### src/rtl/panda_risc_v_pkg.sv
// panda_risc_v_pkg: shared encodings for the commit unit (error codes, trap causes, FSM states)
package panda_risc_v_pkg;
  localparam logic [2:0] ERR_NONE        = 3'b000;
  localparam logic [2:0] ERR_ILLEGAL     = 3'b001;
  localparam logic [2:0] ERR_PC_MISALIGN = 3'b010;
  localparam logic [2:0] ERR_IMEM_FAULT  = 3'b011;
  localparam logic [2:0] ERR_LD_MISALIGN = 3'b110;
  localparam logic [2:0] ERR_ST_MISALIGN = 3'b111;
  localparam logic [7:0] CAUSE_PC_MISALIGN = 8'd0;
  localparam logic [7:0] CAUSE_IMEM_FAULT  = 8'd1;
  localparam logic [7:0] CAUSE_ILLEGAL     = 8'd2;
  localparam logic [7:0] CAUSE_M_SW        = 8'd3;
  localparam logic [7:0] CAUSE_LD_MISALIGN = 8'd4;
  localparam logic [7:0] CAUSE_LD_FAULT    = 8'd5;
  localparam logic [7:0] CAUSE_ST_MISALIGN = 8'd6;
  localparam logic [7:0] CAUSE_ST_FAULT    = 8'd7;
  localparam logic [7:0] CAUSE_M_TMR       = 8'd7;
  localparam logic [7:0] CAUSE_ECALL       = 8'd11;
  localparam logic [7:0] CAUSE_M_EXT       = 8'd11;
  localparam int LCL_ITR_CAUSE_BASE = 16;
  localparam logic LSU_ERR_LOAD  = 1'b0;
  localparam logic LSU_ERR_STORE = 1'b1;
  typedef enum logic [1:0] {ST_RUN, ST_FLUSH, ST_HALT} cmt_state_e;
  function automatic logic [7:0] expt_cause(input logic [2:0] err);
    return err == ERR_ILLEGAL ? CAUSE_ILLEGAL :
           err == ERR_PC_MISALIGN ? CAUSE_PC_MISALIGN :
           err == ERR_IMEM_FAULT ? CAUSE_IMEM_FAULT :
           err == ERR_LD_MISALIGN ? CAUSE_LD_MISALIGN :
           err == ERR_ST_MISALIGN ? CAUSE_ST_MISALIGN : CAUSE_PC_MISALIGN;
  endfunction
  // Index 0..2 are ext/sw/tmr; local line i sits at index 3+i.
  function automatic logic [7:0] itr_cause(input int idx);
    return idx == 0 ? CAUSE_M_EXT : idx == 1 ? CAUSE_M_SW : idx == 2 ? CAUSE_M_TMR :
           8'(LCL_ITR_CAUSE_BASE + idx - 3);
  endfunction
endpackage

### src/rtl/panda_risc_v_itr_arbiter.sv
// panda_risc_v_itr_arbiter: fixed-priority interrupt picker, index 0 wins
module panda_risc_v_itr_arbiter import panda_risc_v_pkg::*; #(
  parameter int N = 7
) (
  input  logic [N-1:0] req,
  output logic         any_vld,
  output logic [7:0]   cause
);
  assign any_vld = |req;
  always_comb begin
    cause = '0;
    for (int i = N - 1; i >= 0; i--) if (req[i]) cause = itr_cause(i);
  end
endmodule

### src/rtl/panda_risc_v_commit_pro.sv
// panda_risc_v_commit_pro: branch confirm, commit/cancel, trap arbitration and flush sequencing
module panda_risc_v_commit_pro import panda_risc_v_pkg::*; #(
  parameter int simulation_delay = 1,
  parameter int LOCAL_ITR_N = 4
) (
  input  logic                   clk,
  input  logic                   resetn,
  input  logic                   mstatus_mie_v,
  input  logic                   mie_msie_v,
  input  logic                   mie_mtie_v,
  input  logic                   mie_meie_v,
  input  logic [LOCAL_ITR_N-1:0] mie_lcl_v,
  input  logic                   sw_itr_req,
  input  logic                   tmr_itr_req,
  input  logic                   ext_itr_req,
  input  logic [LOCAL_ITR_N-1:0] lcl_itr_req,
  input  logic [31:0]            s_pst_inst,
  input  logic [31:0]            s_pst_pc_of_inst,
  input  logic [31:0]            s_pst_brc_pc_upd,
  input  logic [2:0]             s_pst_err_code,
  input  logic                   s_pst_is_b_inst,
  input  logic                   s_pst_is_ecall_inst,
  input  logic                   s_pst_is_mret_inst,
  input  logic                   s_pst_prdt_jump,
  input  logic                   s_pst_rd_vld,
  input  logic                   s_pst_is_long_inst,
  input  logic                   s_pst_valid,
  output logic                   s_pst_ready,
  input  logic [31:0]            s_lsu_expt_ls_addr,
  input  logic                   s_lsu_expt_err,
  input  logic                   s_lsu_expt_valid,
  output logic                   s_lsu_expt_ready,
  input  logic [31:0]            ls_addr,
  input  logic                   cfr_jump,
  output logic                   m_pst_inst_cmt,
  output logic                   m_pst_wb_imdt,
  output logic                   m_pst_valid,
  input  logic                   m_pst_ready,
  output logic                   itr_expt_enter,
  output logic                   itr_expt_is_intr,
  output logic                   itr_expt_ret,
  output logic [7:0]             itr_expt_cause,
  output logic [31:0]            itr_expt_ret_addr,
  output logic [31:0]            itr_expt_val,
  input  logic [31:0]            itr_expt_vec_baseaddr,
  input  logic [31:0]            mepc_ret_addr,
  output logic                   flush_req,
  output logic [31:0]            flush_addr,
  input  logic                   flush_ack,
  output logic                   dbl_fault
);
  localparam int N = LOCAL_ITR_N + 3;
  cmt_state_e state_q, state_d;
  logic trap_proc_q, trap_proc_d, lsu_pend_q, lsu_pend_d, lsu_err_q, lsu_err_d, dbl_fault_q, dbl_fault_d;
  logic [31:0] lsu_addr_q, lsu_addr_d, flush_addr_q, flush_addr_d;
  logic run, commit, clean, ctrl, mispred, sync_expt, ecall, mret, halt, itr_take, lsu_take, flush_go;
  logic [N-1:0] itr_req;
  logic itr_vld;
  logic [7:0] itr_cause_w;
  assign itr_req = {lcl_itr_req & mie_lcl_v, tmr_itr_req & mie_mtie_v, sw_itr_req & mie_msie_v,
                    ext_itr_req & mie_meie_v} & {N{mstatus_mie_v}};
  panda_risc_v_itr_arbiter #(.N(N)) u_arb (.req(itr_req), .any_vld(itr_vld), .cause(itr_cause_w));
  assign run = state_q == ST_RUN;
  assign s_pst_ready = run & m_pst_ready;
  assign m_pst_valid = run & s_pst_valid;
  assign commit = s_pst_valid & s_pst_ready;
  assign clean = s_pst_err_code[1:0] == 2'b00;
  assign ctrl = s_pst_is_b_inst | s_pst_is_ecall_inst | s_pst_is_mret_inst | (s_pst_err_code != ERR_NONE);
  assign mispred = clean & s_pst_is_b_inst & (s_pst_prdt_jump ^ cfr_jump);
  assign sync_expt = ~clean;
  assign ecall = clean & s_pst_is_ecall_inst & ~mispred;
  assign mret = clean & s_pst_is_mret_inst & ~mispred & ~s_pst_is_ecall_inst;
  // A faulting instruction inside a handler halts instead of trapping again.
  assign halt = commit & sync_expt & trap_proc_q;
  assign itr_take = ~ctrl & itr_vld;
  assign lsu_take = ~ctrl & ~itr_vld & lsu_pend_q & ~trap_proc_q;
  assign itr_expt_enter = commit & ~halt & (sync_expt | ecall | itr_take | lsu_take);
  assign itr_expt_is_intr = commit & itr_take;
  assign itr_expt_ret = commit & mret;
  assign flush_go = commit & ~halt & (mispred | itr_expt_enter | mret);
  assign m_pst_inst_cmt = m_pst_valid & clean;
  assign m_pst_wb_imdt = m_pst_valid & s_pst_rd_vld & ~s_pst_is_long_inst;
  assign s_lsu_expt_ready = ~lsu_pend_q;
  assign flush_req = state_q == ST_FLUSH;
  assign flush_addr = flush_addr_q;
  assign dbl_fault = dbl_fault_q;
  always_comb begin
    itr_expt_cause = ~itr_expt_enter ? 8'd0 : sync_expt ? expt_cause(s_pst_err_code) :
                     ecall ? CAUSE_ECALL : itr_take ? itr_cause_w :
                     lsu_err_q == LSU_ERR_STORE ? CAUSE_ST_FAULT : CAUSE_LD_FAULT;
    itr_expt_ret_addr = ~itr_expt_enter ? 32'd0 : (sync_expt | ecall) ? s_pst_pc_of_inst :
                        s_pst_pc_of_inst + 32'd4;
    itr_expt_val = ~itr_expt_enter ? 32'd0 : lsu_take ? lsu_addr_q : ~sync_expt ? 32'd0 :
                   s_pst_err_code[2] ? ls_addr : s_pst_err_code == ERR_ILLEGAL ? s_pst_inst :
                   s_pst_pc_of_inst;
  end
  always_comb begin
    state_d = state_q;
    state_d = halt ? ST_HALT : flush_go ? ST_FLUSH :
              (state_q == ST_FLUSH && flush_ack) ? ST_RUN : state_q;
    flush_addr_d = ~flush_go ? flush_addr_q : mispred ? s_pst_brc_pc_upd :
                   mret ? mepc_ret_addr : itr_expt_vec_baseaddr;
    trap_proc_d = itr_expt_ret ? 1'b0 : itr_expt_enter ? 1'b1 : trap_proc_q;
    lsu_pend_d = (s_lsu_expt_valid & ~lsu_pend_q) | (lsu_pend_q & ~(commit & lsu_take));
    lsu_addr_d = (s_lsu_expt_valid & ~lsu_pend_q) ? s_lsu_expt_ls_addr : lsu_addr_q;
    lsu_err_d = (s_lsu_expt_valid & ~lsu_pend_q) ? s_lsu_expt_err : lsu_err_q;
    dbl_fault_d = dbl_fault_q | halt;
  end
  always_ff @(posedge clk or negedge resetn) begin
    if (!resetn) begin
      state_q <= ST_RUN;
      flush_addr_q <= '0;
      trap_proc_q <= 1'b0;
      lsu_pend_q <= 1'b0;
      lsu_addr_q <= '0;
      lsu_err_q <= 1'b0;
      dbl_fault_q <= 1'b0;
    end else begin
      state_q <= state_d;
      flush_addr_q <= flush_addr_d;
      trap_proc_q <= trap_proc_d;
      lsu_pend_q <= lsu_pend_d;
      lsu_addr_q <= lsu_addr_d;
      lsu_err_q <= lsu_err_d;
      dbl_fault_q <= dbl_fault_d;
    end
  end
endmodule
### config.mk
export PLATFORM = sky130hd
export DESIGN_NAME = panda_risc_v_commit_pro
export DESIGN_NICKNAME = d
export VERILOG_FILES = /design/src/rtl/panda_risc_v_pkg.sv /design/src/rtl/panda_risc_v_itr_arbiter.sv /design/src/rtl/panda_risc_v_commit_pro.sv
export SDC_FILE = /design/constraint.sdc
export NUM_CORES = 1
export LEC_CHECK = 0
export CAP_MARGIN = 20
export CORE_ASPECT_RATIO = 0.9
export CORE_MARGIN = 10
export CORE_UTILIZATION = 30
export CTS_CLUSTER_SIZE = 10
export DETAILED_ROUTE_END_ITERATION = 10
export PLACE_DENSITY_LB_ADDON = 0.2
export RECOVER_POWER = 100
export SETUP_SLACK_MARGIN = 0.1
export SYNTH_ARGS = -nofsm -noshare
export SYNTH_HDL_FRONTEND = slang
export SYNTH_SLANG_ARGS = --single-unit
### constraint.sdc
create_clock -name clk -period 7.9 [get_ports clk]
set_input_delay 1.185 -clock clk [delete_from_list [all_inputs] [get_ports clk]]
set_output_delay 1.185 -clock clk [all_outputs]
set_load 0.05 [all_outputs]
-- After elaboration in Yosys (flattened, before gate mapping)
Cells that the tools add are included.
- $add $sub $neg: 1
- equal/unequal tests: 6
- mux-type cells: 31
- bitwise operators: 53
- reductions and logical operators: 7
- operator list (cell ; number):
    32-bit 2-to-1 mux ; 9
    5-bit 2-to-1 mux ; 7
    32-bit by 3-bit adder with 32-bit output (second input constant) ; 1
    8-bit 2-to-1 mux ; 4
    1-bit bitwise AND ; 30
    3-bit 2-to-1 mux ; 5
    1-bit inverter ; 10
    1-bit bitwise OR ; 10
    2-bit 2-to-1 mux ; 4
    7-bit bitwise AND ; 1
    7-bit OR reduction ; 1
    3-bit by 2-bit equality test with 1-bit output (second input constant) ; 2
    3-bit equality test (second input constant) ; 2
    3-bit nonzero test ; 2
    4-bit bitwise AND ; 1
    2-bit logical NOT ; 2
    3-bit by 1-bit equality test with 1-bit output (second input constant) ; 1
    2-bit by 1-bit equality test with 1-bit output (second input constant) ; 1
    1-bit 2-to-1 mux ; 2
    2-bit nonzero test ; 1
    1-bit logical AND ; 1
    1-bit XOR ; 1
- register bits: 70
- bits of input ports: 256
- output and inout port bits: 114
- logic and storage cells: 105

-- Logic depth before layout (Yosys ltp)
Gate-level depths: netlist of the first run.
- depth after elaboration: 14
- mapped depth: 8
- mapped depth without buffers: 5

-- By module
Synthesis of the first run repeated with hierarchy kept, for this count alone.
- cell total of the unflattened synthesis: 724
- area total of the unflattened synthesis: 5755.5 µm²
- modules (own cells, without submodules) (module ; instances ; cells each ; area an instance (µm²) ; seq. area each (µm²)):
    panda_risc_v_commit_pro ; 1 ; 709 ; 5650.4 ; 1751.7
    panda_risc_v_itr_arbiter ; 1 ; 15 ; 105.1 ; 0.0

-- Least setup slack after synthesis of the first run
OpenSTA, ideal clock, no wires.
- kind: input to output
- start: input port s_pst_is_ecall_inst
- end: output port itr_expt_cause[4]
- arrival: 4.116 ns
- required time: 6.715 ns
- path slack: 2.599 ns
- stages on the path: 5
- path buffers: 0
- cells stage by stage: or3_1 -> a2111o_1 -> nor4b_4 -> o31ai_1 -> nor4_1
- word-level cells in the longest chain between the ends: 10
- elaborated cells on any way between the ends: 18
- classes of those cells: mux (4); bitwise (14)
- ends and longest elaborated chain (item ; line ; RTL):
    start, declared ; panda_risc_v_commit_pro.sv:22 ; input logic s_pst_is_ecall_inst,
    1-bit bitwise OR (3 in a row) ; panda_risc_v_commit_pro.sv:68 ; assign ctrl = s_pst_is_b_inst | s_pst_is_ecall_inst | s_pst_is_mret_inst | (s_pst_err_code != ERR_NONE);
    1-bit inverter ; panda_risc_v_commit_pro.sv:75, panda_risc_v_commit_pro.sv:76 ;
    1-bit bitwise AND (3 in a row) ; panda_risc_v_commit_pro.sv:76 ; assign lsu_take = ~ctrl & ~itr_vld & lsu_pend_q & ~trap_proc_q;
    1-bit bitwise OR ; panda_risc_v_commit_pro.sv:77 ; assign itr_expt_enter = commit & ~halt & (sync_expt | ecall | itr_take | lsu_take);
    1-bit bitwise AND ; panda_risc_v_commit_pro.sv:77 ;
    8-bit 2-to-1 mux (*) ; panda_risc_v_commit_pro.sv:88 ; itr_expt_cause = ~itr_expt_enter ? 8'd0 : sync_expt ? expt_cause(s_pst_err_code) :
    end, declared ; panda_risc_v_commit_pro.sv:42 ; output logic [7:0] itr_expt_cause,
Every way passes the cells marked *; elsewhere a longest branch is shown, timed or not.

-- Final worst setup path of the first run
- start: input port s_pst_err_code[0]
- end: output port itr_expt_val[25]
- word-level cells in the longest chain between the ends: 10
- elaborated cells on any way between the ends: 28
- classes of those cells: eq/ne (1); mux (5); bitwise (20); reduce/logical (2)
- ends and longest elaborated chain (item ; line ; RTL):
    start, declared ; panda_risc_v_commit_pro.sv:20 ; input logic [2:0] s_pst_err_code,
    2-bit logical NOT ; panda_risc_v_commit_pro.sv:67 ; assign clean = s_pst_err_code[1:0] == 2'b00;
    1-bit bitwise AND (2 in a row) ; panda_risc_v_commit_pro.sv:69 ; assign mispred = clean & s_pst_is_b_inst & (s_pst_prdt_jump ^ cfr_jump);
    1-bit inverter ; panda_risc_v_commit_pro.sv:71 ; assign ecall = clean & s_pst_is_ecall_inst & ~mispred;
    1-bit bitwise AND ; panda_risc_v_commit_pro.sv:71 ;
    1-bit bitwise OR (3 in a row) ; panda_risc_v_commit_pro.sv:77 ;
    1-bit bitwise AND ; panda_risc_v_commit_pro.sv:77 ;
    32-bit 2-to-1 mux (*) ; panda_risc_v_commit_pro.sv:93 ; itr_expt_val = ~itr_expt_enter ? 32'd0 : lsu_take ? lsu_addr_q : ~sync_expt ? 32'd0 :
    end, declared ; panda_risc_v_commit_pro.sv:44 ; output logic [31:0] itr_expt_val,
Marks and branches as above.

==> impl_results.html, run 1 <==
<table>
<tr><th>Metric</th><th>Value</th></tr>
<tr><th colspan="2">Timing</th></tr>
<tr><td>Max frequency</td><td>roughly 160 MHz</td></tr>
<tr><td>Share of the cycle needed by the critical path after routing</td><td>between 80% and 90%</td></tr>
<tr><td>Max transition margin</td><td>-176%</td></tr>
<tr><td>Final critical path time including I/O delays and setup</td><td>6.39 ns</td></tr>
<tr><td>Final setup violating endpoints</td><td>0</td></tr>
<tr><td>RSZ-0062 raised after global routing</td><td>no</td></tr>
<tr><td>Actual transition at the worst max-transition pin</td><td>4.13 ns</td></tr>
<tr><td>Setup TNS</td><td>0 ns</td></tr>
<tr><td>Number of slew-limit violations in the final report</td><td>roughly 140</td></tr>
<tr><td>Count of endpoints failing hold in the final timing report</td><td>0</td></tr>
<tr><td>Fin Clk Skew</td><td>roughly 0.0076 ns</td></tr>
<tr><th colspan="2">Place</th></tr>
<tr><td>Final weighted congestion in routability-driven placement</td><td>0.931</td></tr>
<tr><td>Dpl hpwl</td><td>21.5 mm</td></tr>
<tr><td>Buffers added on ports</td><td>between 300 and 400</td></tr>
<tr><th colspan="2">CTS</th></tr>
<tr><td>TritonCTS clock tree</td><td>done</td></tr>
<tr><td>Setup fix buffers added after clock tree synthesis</td><td>0</td></tr>
<tr><td>Clock tree root driver cell</td><td>sky130_fd_sc_hd__clkbuf_16</td></tr>
<tr><td>CTS buffer count</td><td>9</td></tr>
<tr><td>Count of instances resized after the clock tree is built</td><td>0</td></tr>
<tr><td>Clock slew seen by the registers of the worst setup and hold paths</td><td>roughly 0.060 ns</td></tr>
<tr><td>Hold buffer count at cts</td><td>0</td></tr>
<tr><td>Clock Sinks</td><td>70</td></tr>
<tr><td>Deepest clock path buffer count</td><td>2</td></tr>
<tr><td>H-tree depth reported by CTS</td><td>3</td></tr>
<tr><td>Worst-Skew Late Latency</td><td>~0.34 ns</td></tr>
<tr><th colspan="2">Floorplanning</th></tr>
<tr><td>Overall die width</td><td>roughly 160 um</td></tr>
<tr><td>Chip Height</td><td>approximately 150 um</td></tr>
<tr><td>Initial Utilization</td><td>30.4%</td></tr>
<tr><td>I/O pin count</td><td>370</td></tr>
<tr><td>Number of cell rows</td><td>between 40 and 50</td></tr>
<tr><td>Core Box Area</td><td>~18000 sq um</td></tr>
<tr><td>Area enclosed by the die boundary</td><td>roughly 24000 sq um</td></tr>
<tr><th colspan="2">Global routing</th></tr>
<tr><td>Total grt overflow</td><td>0</td></tr>
<tr><td>Initial antenna violation count</td><td>0</td></tr>
<tr><td>Maximum number of pins on one net before global-route repair</td><td>71</td></tr>
<tr><td>Via count of the first global-routing pass</td><td>6291</td></tr>
<tr><td>Global-route wire length before repair</td><td>approximately 39 mm</td></tr>
<tr><td>Total routing resource utilization after global routing</td><td>between 20% and 30%</td></tr>
<tr><th colspan="2">Worst setup path</th></tr>
<tr><td>Largest stage delay on the critical path</td><td>~0.89 ns</td></tr>
<tr><td>Critical path's slowest cell</td><td>sky130_fd_sc_hd__dlygate4sd3_1</td></tr>
<tr><td>Cells along the critical path</td><td>dlygate4sd3_1 &gt; or3_1 &gt; a2111o_1 &gt; nor4b_1 &gt; buf_4 &gt; o31ai_1 &gt; buf_8 &gt; buf_12 &gt; nor2_1 &gt; dlygate4sd3_1</td></tr>
<tr><td>Crit. End Element</td><td>output pin</td></tr>
<tr><td>Critical path data required time</td><td>about 6.7 ns</td></tr>
<tr><td>Setup Crit Path Kind</td><td>input pin to output pin</td></tr>
<tr><td>Data arrival at the endpoint of the critical path</td><td>between 5 and 6 ns</td></tr>
<tr><td>Worst-path fanout max</td><td>45</td></tr>
<tr><td>Kind of launch point of the worst setup path</td><td>input pin</td></tr>
<tr><td>Most frequent cell on the critical path</td><td>sky130_fd_sc_hd__dlygate4sd3_1</td></tr>
<tr><th colspan="2">Yosys</th></tr>
<tr><td>Flip-flop and latch count after synthesis</td><td>70</td></tr>
<tr><td>Sequential fraction of the synthesis area</td><td>around 33%</td></tr>
<tr><td>Yosys Warn Count</td><td>0</td></tr>
<tr><td>Yosys cell types</td><td>49</td></tr>
<tr><td>Post-synthesis average cell area</td><td>about 8.4 sq um</td></tr>
<tr><td>Netlist Area Pre-Place</td><td>between 5000 and 6000 sq um</td></tr>
<tr><td>Gate count after technology mapping</td><td>637</td></tr>
<tr><th colspan="2">Run status</th></tr>
<tr><td>Status</td><td>complete, but fails checks</td></tr>
<tr><td>Violated checks</td><td>capacitance limit, slew limit</td></tr>
<tr><th colspan="2">Layout</th></tr>
<tr><td>Post-route core utilization</td><td>between 50% and 60%</td></tr>
<tr><td>Area of the multi-input gates</td><td>3190 sq um</td></tr>
<tr><td>Most common library cell in the layout ignoring fill and taps</td><td>sky130_fd_sc_hd__clkdlybuf4s50_1</td></tr>
<tr><td>Layout area overhead</td><td>77.7%</td></tr>
<tr><td>Sequential cell area</td><td>about 1800 sq um</td></tr>
<tr><td>Fraction of layout instances using a drive strength above 1</td><td>7.04%</td></tr>
<tr><td># fillers</td><td>between 1500 and 2000</td></tr>
<tr><td>Most frequent cells in the layout</td><td>sky130_fd_sc_hd__clkdlybuf4s50_1, sky130_fd_sc_hd__dlygate4sd3_1, sky130_fd_sc_hd__dfrtp_1</td></tr>
<tr><td>Net count of the finished layout</td><td>around 1200</td></tr>
<tr><th colspan="2">Drt</th></tr>
<tr><td>DRC Markers</td><td>0</td></tr>
<tr><td>Drt pass-1 iters</td><td>6</td></tr>
<tr><td>Initial drt markers</td><td>just under 500</td></tr>
<tr><td>Avg Vias per Cell</td><td>around 5.1</td></tr>
<tr><td>Overall routed net length</td><td>~27 mm</td></tr>
<tr><td>Antenna-violating nets left</td><td>0</td></tr>
<tr><td>Wire length per cell</td><td>approximately 22 um</td></tr>
<tr><td>DR vias</td><td>approximately 6300</td></tr>
<tr><th colspan="2">Power</th></tr>
<tr><td>Static Leakage</td><td>4.08 nW</td></tr>
<tr><td>IR Drop Worst-Case VDD</td><td>approximately 0.16 mV</td></tr>
<tr><td>Power density over the cells</td><td>roughly 190 nW/um^2</td></tr>
<tr><th colspan="2">Hold path</th></tr>
<tr><td>HP Class</td><td>register to register</td></tr>
<tr><th colspan="2">Flow run</th></tr>
<tr><td>Max cap viols</td><td>3</td></tr>
</table>
-- state kept, by name, indices dropped and copies added (netlist names) --
signal and flops:
flush_addr 32, lsu_addr_q 32, state_q 2, dbl_fault 1, lsu_err_q 1, lsu_pend_q 1
trap_proc_q 1
-- routing by layer --
metal / wire (um) / global-route usage, % / share of wire [%]
met4: 414 / 5.32 / 1.5
met1: 11300 / 28.1 / 42
met5: 0 / 0 / 0
met2: 13000 / 34.9 / 48
met3: 2170 / 5.51 / 8.1
-- synthesized netlist by cell type (all sizes together) --
library cell / number / area [sq um]
nor2: 64 / 240
conb: 1 / 3.75
and3: 4 / 25.0
a311oi: 1 / 8.76
nor3b: 2 / 15.0
ha: 1 / 12.5
nor2b: 3 / 18.8
nor3: 2 / 10.0
clkbuf: 40 / 150
buf: 11 / 71.3
or3: 11 / 68.8
or2: 5 / 31.3
xnor2: 17 / 149
o31a: 1 / 8.76
nand3b: 1 / 7.51
nand2b: 1 / 6.26
and2: 2 / 12.5
o31ai: 2 / 15.0
a22o: 3 / 26.3
dfrtp: 70 / 1750
a22oi: 32 / 240
a2111o: 1 / 11.3
a21oi: 32 / 160
a2111oi: 1 / 8.76
nor4: 12 / 75.1
xor2: 6 / 52.6
nor4b: 3 / 41.3
or4: 2 / 15.0
mux2i: 45 / 450
a222oi: 12 / 120
a21o: 2 / 15.0
o21ai: 42 / 210
mux2: 53 / 597
nand2: 50 / 188
inv: 45 / 169
and4: 2 / 17.5
o21a: 1 / 7.51
a211oi: 3 / 22.5
or3b: 1 / 8.76
nand3: 13 / 65.1
o22ai: 20 / 125
a31oi: 1 / 6.26
nand4: 16 / 100
-- through the flow --
| stage | hold slack [ns] | worst slack (ns) | power [W] | instances | area (sq um) |
|---|---|---|---|---|---|
| after CTS | 0.488 | 1.90 | 0.00185 | 1218 | 9500 |
| after detailed placement | 0.457 | 1.93 | 0.00137 | 1202 | 9170 |
| after global placement | 0.454 | 1.98 | 0.00136 | 1202 | 9170 |
| after global routing | 0.499 | 1.33 | 0.00187 | 1220 | 9490 |
| final | 0.480 | 1.51 | 0.00179 | 1221 | 9490 |
| after floorplan | 0.465 | 2.60 | 0.000978 | 639 | 5350 |
-- report_power, final --
part	internal, W	total, W	switching [W]
sequential	0.000459	0.000511	0.0000521
combinational	0.000314	0.000818	0.000504
clock	0.000282	0.000459	0.000177
total	0.00105	0.00179	0.000734
-- path summary, 6_finish.rpt --
path / startpoint / endpoint / slack (ns) / cells past startpoint
setup / recovery: s_pst_err_code[0] / itr_expt_val[25] / 1.51 / 10
hold / removal: flush_addr[9] / flush_addr[9] / 0.48 / 1
setup reg to reg: lsu_pend_q / lsu_addr_q[5] / 4.54 / 2
hold reg to reg: flush_addr[9] / flush_addr[9] / 0.48 / 1
max in group asynchronous: resetn / lsu_addr_q[4] / 3.29 / 1
min in group asynchronous: resetn / flush_addr[15] / 2.30 / 1
-- critical path, delay by kind of cell --
kind,cells,cell delay [ns]
AOI/OAI and AO/OA,2,0.78
buffers and inverters,5,2.38
and+or+nand+nor,3,0.83
-- cells by family after synthesis --
group,share of synthesized area (%)
flops,32.8
compound gates,18.5
buf+inv,7.31
other cells,0.0702
xor+xnor,3.77
fa+ha+maj,0.234
simple gates,17.7
mux,19.6
-- layout make-up --
cell class	instances	share of cell area [%]
antenna	1	0.0264
clock buffer	9	2.37
clock inverter	7	1.11
inverter	45	1.78
multi-input combinational	473	33.6
sequential	70	18.5
tap	240	3.16
timing repair buffer	376	39.4
No activity file was read; power rests on OpenSTA's default activity.
==> run 2, diff against run 1 <==
==> constraint.sdc (replaced) <==
create_clock -name clk -period 5.1 [get_ports clk]
set_input_delay 0.765 -clock clk [delete_from_list [all_inputs] [get_ports clk]]
set_output_delay 0.765 -clock clk [all_outputs]
set_load 0.05 [all_outputs]
==> impl_results.html, run 2 (same netlist as run 1, synthesis figures left out) <==
<table>
<tr><th>Metric</th><th>Value</th></tr>
<tr><th colspan="2">Run status</th></tr>
<tr><td>Status</td><td>complete, but fails checks</td></tr>
<tr><td>Violated checks</td><td>capacitance limit, slew limit</td></tr>
<tr><th colspan="2">CTS</th></tr>
<tr><td>Hold buffer count at cts</td><td>0 (unchanged)</td></tr>
<tr><td>Deepest clock path buffer count</td><td>2 (unchanged)</td></tr>
<tr><td>Worst-Skew Late Latency</td><td>0.34 ns (about the same)</td></tr>
<tr><td>CTS buffer count</td><td>9 (unchanged)</td></tr>
<tr><td>Setup fix buffers added after clock tree synthesis</td><td>0 (unchanged)</td></tr>
<tr><td>Clock slew seen by the registers of the worst setup and hold paths</td><td>0.06 ns (about the same)</td></tr>
<tr><td>Clock Sinks</td><td>70 (unchanged)</td></tr>
<tr><td>Count of instances resized after the clock tree is built</td><td>0 (unchanged)</td></tr>
<tr><td>H-tree depth reported by CTS</td><td>3 (unchanged)</td></tr>
<tr><td>TritonCTS clock tree</td><td>done</td></tr>
<tr><td>Clock tree root driver cell</td><td>sky130_fd_sc_hd__clkbuf_16</td></tr>
<tr><th colspan="2">Power</th></tr>
<tr><td>Gate power share</td><td>45.6% (-0.2 points)</td></tr>
<tr><td>Static Leakage</td><td>3.72 nW (-8.8%)</td></tr>
<tr><td>Pwr Total</td><td>0.00277 W (+55%)</td></tr>
<tr><td>Switching pwr</td><td>0.00114 W (+56%)</td></tr>
<tr><td>Register share of total power</td><td>28.6% (about the same)</td></tr>
<tr><td>Switching share of total power</td><td>41.3% (+0.23 points)</td></tr>
<tr><td>IR Drop Worst-Case VDD</td><td>0.255 mV (+55%)</td></tr>
<tr><td>Internal Power</td><td>0.00163 W (+55%)</td></tr>
<tr><td>Power density over the cells</td><td>303 nW/um^2 (+61%)</td></tr>
<tr><td>Clock network power share</td><td>25.8% (about the same)</td></tr>
<tr><th colspan="2">Timing</th></tr>
<tr><td>Fin Clk Skew</td><td>0.0116 ns (+0.00403 ns)</td></tr>
<tr><td>Max frequency</td><td>about 220 MHz</td></tr>
<tr><td>Final setup violating endpoints</td><td>0 (unchanged)</td></tr>
<tr><td>Number of slew-limit violations in the final report</td><td>142 (+2.2%)</td></tr>
<tr><td>Final critical path time including I/O delays and setup</td><td>about 4.6 ns</td></tr>
<tr><td>Setup TNS</td><td>0 ns (unchanged)</td></tr>
<tr><td>Count of endpoints failing hold in the final timing report</td><td>0 (unchanged)</td></tr>
<tr><td>Crit path setup slack, layout</td><td>0.463 ns (-1.05 ns)</td></tr>
<tr><td>Actual transition at the worst max-transition pin</td><td>4.10 ns (-0.0278 ns)</td></tr>
<tr><td>Share of the cycle needed by the critical path after routing</td><td>90.9%</td></tr>
<tr><td>Max transition margin</td><td>-174% (+1.9 points)</td></tr>
<tr><td>RSZ-0062 raised after global routing</td><td>no</td></tr>
<tr><th colspan="2">Worst setup path</th></tr>
<tr><td>Critical path data required time</td><td>4.34 ns (-2.37 ns)</td></tr>
<tr><td>Setup Crit Path Kind</td><td>input pin to output pin</td></tr>
<tr><td>Worst-path fanout max</td><td>34 (-24%)</td></tr>
<tr><td>Crit. End Element</td><td>output pin</td></tr>
<tr><td>Data arrival at the endpoint of the critical path</td><td>3.87 ns (-1.34 ns)</td></tr>
<tr><td>Kind of launch point of the worst setup path</td><td>input pin</td></tr>
<tr><th colspan="2">Drt</th></tr>
<tr><td>Drt pass-1 iters</td><td>5 (-1)</td></tr>
<tr><td>DRC Markers</td><td>0 (unchanged)</td></tr>
<tr><td>Antenna-violating nets left</td><td>0 (unchanged)</td></tr>
<tr><td>Overall routed net length</td><td>27.2 mm (+1.2%)</td></tr>
<tr><td>Wire length per cell</td><td>22.3 um (+1.2%)</td></tr>
<tr><td>Avg Vias per Cell</td><td>5.10 (-0.77%)</td></tr>
<tr><td>DR vias</td><td>6223 (-0.77%)</td></tr>
<tr><td>Initial drt markers</td><td>449 (-7.4%)</td></tr>
<tr><th colspan="2">Place</th></tr>
<tr><td>Cell total after placement</td><td>1205 (+0.25%)</td></tr>
<tr><td>Post-place instance area</td><td>9890 sq um (+7.9%)</td></tr>
<tr><td>Dpl hpwl</td><td>21.8 mm (+1.3%)</td></tr>
<tr><td>Pre-CTS setup slack</td><td>0.799 ns (-1.13 ns)</td></tr>
<tr><td>Buffers added on ports</td><td>366 (unchanged)</td></tr>
<tr><td>Final weighted congestion in routability-driven placement</td><td>0.887 (-4.7%)</td></tr>
<tr><th colspan="2">Layout</th></tr>
<tr><td>Diodes inserted</td><td>0 (-1)</td></tr>
<tr><td>Area of all placed cells without fillers</td><td>9170 sq um (-3.4%)</td></tr>
<tr><td>Net count of the finished layout</td><td>1233 (+0.081%)</td></tr>
<tr><td>Fraction of layout instances using a drive strength above 1</td><td>7.85% (+0.81 points)</td></tr>
<tr><td>Layout area overhead</td><td>71.7%</td></tr>
<tr><td>Non-filler cells, final</td><td>1221 (unchanged)</td></tr>
<tr><td>Most common library cell in the layout ignoring fill and taps</td><td>sky130_fd_sc_hd__clkdlybuf4s50_1</td></tr>
<tr><td>Most frequent cells in the layout</td><td>sky130_fd_sc_hd__clkdlybuf4s50_1, sky130_fd_sc_hd__dfrtp_1, sky130_fd_sc_hd__clkbuf_1</td></tr>
<tr><th colspan="2">Global routing</th></tr>
<tr><td>Total grt overflow</td><td>0 (unchanged)</td></tr>
<tr><td>Via count of the first global-routing pass</td><td>6263 (-0.45%)</td></tr>
<tr><td>Initial antenna violation count</td><td>0 (unchanged)</td></tr>
<tr><td>Total routing resource utilization after global routing</td><td>21.8% (+0.21 points)</td></tr>
<tr><td>Global-route wire length before repair</td><td>40.0 mm (+1.7%)</td></tr>
<tr><td>Maximum number of pins on one net before global-route repair</td><td>71 (unchanged)</td></tr>
<tr><th colspan="2">Floorplanning</th></tr>
<tr><td>Number of cell rows</td><td>46 (unchanged)</td></tr>
<tr><td>I/O pin count</td><td>370 (unchanged)</td></tr>
<tr><td>Area enclosed by the die boundary</td><td>23500 sq um (unchanged)</td></tr>
<tr><td>Initial Utilization</td><td>30.4% (unchanged)</td></tr>
<tr><td>Overall die width</td><td>161 um (unchanged)</td></tr>
<tr><td>Chip Height</td><td>147 um (unchanged)</td></tr>
<tr><td>Core Box Area</td><td>17600 sq um (unchanged)</td></tr>
<tr><th colspan="2">Flow run</th></tr>
<tr><td>Max cap viols</td><td>3 (unchanged)</td></tr>
<tr><th colspan="2">Hold path</th></tr>
<tr><td>HP Class</td><td>register to register</td></tr>
</table>
-- run 2: area by class of cell --
type / instances / area, sq um
tap: 240 / 300
timing repair buffer: 377 / 3390
clock inverter: 7 / 106
sequential: 70 / 1750
fill: 1708 / 8390
inverter: 45 / 169
multi-input combinational: 473 / 3220
clock buffer: 9 / 225
-- run 2: path summary, 6_finish.rpt --
kind,depth (start not counted),slack [ns],startpoint,to
max reg2reg,2,1.64,lsu_pend_q,lsu_addr_q[27]
max,8,0.46,s_pst_err_code[0],itr_expt_val[2]
min in group asynchronous,1,1.86,resetn,flush_addr[10]
min,1,0.48,flush_addr[22],flush_addr[22]
min reg2reg,1,0.48,flush_addr[22],flush_addr[22]
max in group asynchronous,1,0.94,resetn,lsu_addr_q[4]
-- run 2: critical path: stages --
cell and delay, ns:
sky130_fd_sc_hd__dlygate4sd3_1 0.61, sky130_fd_sc_hd__or3_1 0.41, sky130_fd_sc_hd__a2111o_1 0.45, sky130_fd_sc_hd__nor4b_4 0.31
sky130_fd_sc_hd__buf_4 0.43, sky130_fd_sc_hd__a22oi_1 0.19, sky130_fd_sc_hd__nor2_1 0.17, sky130_fd_sc_hd__clkbuf_1 0.50
-- run 2: through the flow --
step,hold slack [ns],util (%)
finish,0.477,52.2
global route,0.504,52.2
CTS,0.487,58.3
detailed placement,0.474,56.4
global placement,0.454,56.4
floorplan,0.465,-
-- run 2: metal layers --
layer | track usage, % | share of wire [%]
met4 | 4.68 | 1.3
met2 | 35.8 | 48
met5 | 0 | 0
met1 | 28.1 | 44
met3 | 5.71 | 6.9
-- run 2: power groups by stage --
stage	Clock, W	Combinational (W)	Sequential, W
after floorplan	0	0.000315	0.00120
after global placement	0	0.00133	0.000803
after detailed placement	0	0.00134	0.000804
after CTS	0.000734	0.00135	0.000799
after global routing	0.000755	0.00133	0.000815
final	0.000717	0.00126	0.000792
==> run 3, diff against run 2 <==
==> constraint.sdc (replaced) <==
create_clock -name clk -period 4.35 [get_ports clk]
set_input_delay 0.6525 -clock clk [delete_from_list [all_inputs] [get_ports clk]]
set_output_delay 0.6525 -clock clk [all_outputs]
set_load 0.05 [all_outputs]
==> impl_results.html, run 3 (same netlist as run 1, synthesis figures left out) <==
<table>
<tr><th>Metric</th><th>Value</th></tr>
<tr><th colspan="2">Worst setup path</th></tr>
<tr><td>Critical path data required time</td><td>3.70 ns (-0.64 ns)</td></tr>
<tr><td>Data arrival at the endpoint of the critical path</td><td>3.49 ns (-0.38 ns)</td></tr>
<tr><td>Worst-path fanout max</td><td>12 (-65%)</td></tr>
<tr><td>Kind of launch point of the worst setup path</td><td>input pin</td></tr>
<tr><td>R2R setup slack</td><td>1.45 ns (-0.19 ns)</td></tr>
<tr><td>Setup Crit Path Kind</td><td>input pin to output pin</td></tr>
<tr><td>Crit. End Element</td><td>output pin</td></tr>
<tr><th colspan="2">Power</th></tr>
<tr><td>IR Drop Worst-Case VDD</td><td>0.393 mV (+54%)</td></tr>
<tr><td>Clock network power share</td><td>23.0% (-2.8 points)</td></tr>
<tr><td>Switching share of total power</td><td>42.1% (+0.85 points)</td></tr>
<tr><td>Power density over the cells</td><td>336 nW/um^2 (+11%)</td></tr>
<tr><td>Pwr Total</td><td>0.00314 W (+13%)</td></tr>
<tr><td>Internal Power</td><td>0.00182 W (+11%)</td></tr>
<tr><td>Switching pwr</td><td>0.00132 W (+15%)</td></tr>
<tr><td>Gate power share</td><td>47.3% (+1.7 points)</td></tr>
<tr><td>Static Leakage</td><td>3.98 nW (+7.1%)</td></tr>
<tr><td>Register share of total power</td><td>29.7% (+1.1 points)</td></tr>
<tr><th colspan="2">Floorplanning</th></tr>
<tr><td>Number of cell rows</td><td>46 (unchanged)</td></tr>
<tr><td>Chip Height</td><td>147 um (unchanged)</td></tr>
<tr><td>Overall die width</td><td>161 um (unchanged)</td></tr>
<tr><td>Core Box Area</td><td>17600 sq um (unchanged)</td></tr>
<tr><td>I/O pin count</td><td>370 (unchanged)</td></tr>
<tr><td>Initial Utilization</td><td>30.4% (unchanged)</td></tr>
<tr><td>Area enclosed by the die boundary</td><td>23500 sq um (unchanged)</td></tr>
<tr><th colspan="2">CTS</th></tr>
<tr><td>Clock slew seen by the registers of the worst setup and hold paths</td><td>0.06 ns (about the same)</td></tr>
<tr><td>Clock Sinks</td><td>70 (unchanged)</td></tr>
<tr><td>H-tree depth reported by CTS</td><td>3 (unchanged)</td></tr>
<tr><td>Clock tree root driver cell</td><td>sky130_fd_sc_hd__clkbuf_16</td></tr>
<tr><td>CTS buffer count</td><td>9 (unchanged)</td></tr>
<tr><td>Deepest clock path buffer count</td><td>2 (unchanged)</td></tr>
<tr><td>TritonCTS clock tree</td><td>done</td></tr>
<tr><td>Worst-Skew Late Latency</td><td>0.34 ns (about the same)</td></tr>
<tr><th colspan="2">Timing</th></tr>
<tr><td>Count of endpoints failing hold in the final timing report</td><td>0 (unchanged)</td></tr>
<tr><td>RSZ-0062 raised after global routing</td><td>no</td></tr>
<tr><td>Setup TNS</td><td>0 ns (unchanged)</td></tr>
<tr><td>Number of slew-limit violations in the final report</td><td>105 (-26%)</td></tr>
<tr><td>Max frequency</td><td>241 MHz</td></tr>
<tr><td>Final setup violating endpoints</td><td>0 (unchanged)</td></tr>
<tr><td>Final critical path time including I/O delays and setup</td><td>4.15 ns</td></tr>
<tr><td>Max transition margin</td><td>-19.4% (+150 points)</td></tr>
<tr><td>Share of the cycle needed by the critical path after routing</td><td>95.3%</td></tr>
<tr><td>Fin Clk Skew</td><td>0.00842 ns (-0.00322 ns)</td></tr>
<tr><td>Actual transition at the worst max-transition pin</td><td>1.78 ns (-2.32 ns)</td></tr>
<tr><th colspan="2">Drt</th></tr>
<tr><td>DRC Markers</td><td>0 (unchanged)</td></tr>
<tr><td>Wire length per cell</td><td>22.3 um (about the same)</td></tr>
<tr><td>DR vias</td><td>6338 (+1.8%)</td></tr>
<tr><td>Drt pass-1 iters</td><td>5 (unchanged)</td></tr>
<tr><td>Avg Vias per Cell</td><td>5.15 (+1.0%)</td></tr>
<tr><td>Initial drt markers</td><td>450 (+0.22%)</td></tr>
<tr><td>Overall routed net length</td><td>27.5 mm (+0.87%)</td></tr>
<tr><td>Antenna-violating nets left</td><td>0 (unchanged)</td></tr>
<tr><th colspan="2">Layout</th></tr>
<tr><td>Most common library cell in the layout ignoring fill and taps</td><td>sky130_fd_sc_hd__clkdlybuf4s50_1</td></tr>
<tr><td>Fraction of layout instances using a drive strength above 1</td><td>14.7% (+6.8 points)</td></tr>
<tr><td>Most frequent cells in the layout</td><td>sky130_fd_sc_hd__clkdlybuf4s50_1, sky130_fd_sc_hd__dfrtp_1, sky130_fd_sc_hd__nor2_1</td></tr>
<tr><td>Post-route core utilization</td><td>53.2% (+1.0 points)</td></tr>
<tr><td>Layout area overhead</td><td>74.9%</td></tr>
<tr><td>Net count of the finished layout</td><td>1240 (+0.57%)</td></tr>
<tr><th colspan="2">Global routing</th></tr>
<tr><td>Total grt overflow</td><td>0 (unchanged)</td></tr>
<tr><td>Total routing resource utilization after global routing</td><td>21.9% (+0.082 points)</td></tr>
<tr><td>GRT met3 Usage</td><td>5.87% (+0.17 points)</td></tr>
<tr><td>Via count of the first global-routing pass</td><td>6358 (+1.5%)</td></tr>
<tr><td>Initial antenna violation count</td><td>2 (+2)</td></tr>
<tr><td>Global-route wire length before repair</td><td>40.2 mm (+0.38%)</td></tr>
<tr><td>Maximum number of pins on one net before global-route repair</td><td>71 (unchanged)</td></tr>
<tr><td>Busiest layer in global routing</td><td>met2</td></tr>
<tr><td>Met1 capacity usage during global routing</td><td>27.8% (-0.28 points)</td></tr>
<tr><td>Global Route met2 Usage</td><td>36.0% (+0.21 points)</td></tr>
<tr><th colspan="2">Run status</th></tr>
<tr><td>Status</td><td>complete, but fails checks</td></tr>
<tr><td>Violated checks</td><td>capacitance limit, slew limit</td></tr>
<tr><th colspan="2">Place</th></tr>
<tr><td>Dpl hpwl</td><td>22.1 mm (+1.4%)</td></tr>
<tr><td>Final weighted congestion in routability-driven placement</td><td>0.913 (+3.0%)</td></tr>
<tr><td>Buffers added on ports</td><td>366 (unchanged)</td></tr>
<tr><th colspan="2">Flow run</th></tr>
<tr><td>Max cap viols</td><td>2 (-1)</td></tr>
<tr><th colspan="2">Hold path</th></tr>
<tr><td>HP Class</td><td>register to register</td></tr>
</table>
-- run 3: changes by cell type in the layout (fill, tap and decap cells not counted), moves of 3 or more --
cell | previous run | this run
sky130_fd_sc_hd__buf_12 | 7 | 10
sky130_fd_sc_hd__diode_2 | 0 | 3
sky130_fd_sc_hd__clkbuf_1 | 67 | 6
sky130_fd_sc_hd__buf_4 | 9 | 13
sky130_fd_sc_hd__clkbuf_2 | 0 | 56
-- run 3: area by class of cell --
type | instances | area, sq um
sequential | 70 | 1750
antenna | 3 | 7.51
fill | 1703 | 8210
multi-input combinational | 474 | 3240
tap | 240 | 300
clock inverter | 6 | 53.8
clock buffer | 10 | 239
timing repair buffer | 383 | 3580
inverter | 45 | 169
-- run 3: final timing paths --
check | start | to | cells past startpoint
max | s_pst_err_code[0] | itr_expt_ret_addr[21] | 8
min | dbl_fault | dbl_fault | 1
max reg2reg | state_q[1] | flush_addr[25] | 7
min reg2reg | dbl_fault | dbl_fault | 1
max in group asynchronous | resetn | lsu_addr_q[5] | 1
min in group asynchronous | resetn | flush_addr[10] | 1
-- run 3: power by group through the flow --
stage / combinational [W] / sequential, W / clock [W]
after CTS: 0.00158 / 0.000937 / 0.000739
after floorplan: 0.000369 / 0.00141 / 0
after detailed placement: 0.00157 / 0.000944 / 0
after global placement: 0.00156 / 0.000937 / 0
after global routing: 0.00156 / 0.000956 / 0.000771
final: 0.00148 / 0.000931 / 0.000722
-- run 3: timing repair --
action                     CTS  global route
hold buffers                 0             0
gates resized for setup      0             3
cloned                       1             0
setup endpoints to repair    2            33
buffers inserted             0             1
pin swaps                    1             0
-- run 3: worst max-delay path, stage by stage --
cell,delay [ns]
sky130_fd_sc_hd__clkdlybuf4s50_1,0.53
sky130_fd_sc_hd__or3_1,0.43
sky130_fd_sc_hd__a2111o_1,0.46
sky130_fd_sc_hd__nor4b_4,0.37
sky130_fd_sc_hd__buf_4,0.19
sky130_fd_sc_hd__o31ai_2,0.20
sky130_fd_sc_hd__a21oi_1,0.20
sky130_fd_sc_hd__dlymetal6s2s_1,0.46
-- run 3: stage by stage --
step           cell area [sq um]  cells  setup WS (ns)  hold WS [ns]
4_1_cts                    10200   1227          0.121         0.482
3_3_place_gp                9940   1210          0.176         0.455
2_1_floorplan               5350    639          0.114         0.357
5_1_grt                     9340   1229         0.0628         0.493
3_5_place_dp                9940   1210         0.0883         0.458
6_report                    9340   1231          0.205         0.479
-- run 3: routing by layer --
metal / up-vias / wire (um)
met5: - / 0
li1: 3001 / -
met2: 287 / 13200
met4: 0 / 512
met1: 3020 / 11700
met3: 30 / 2050
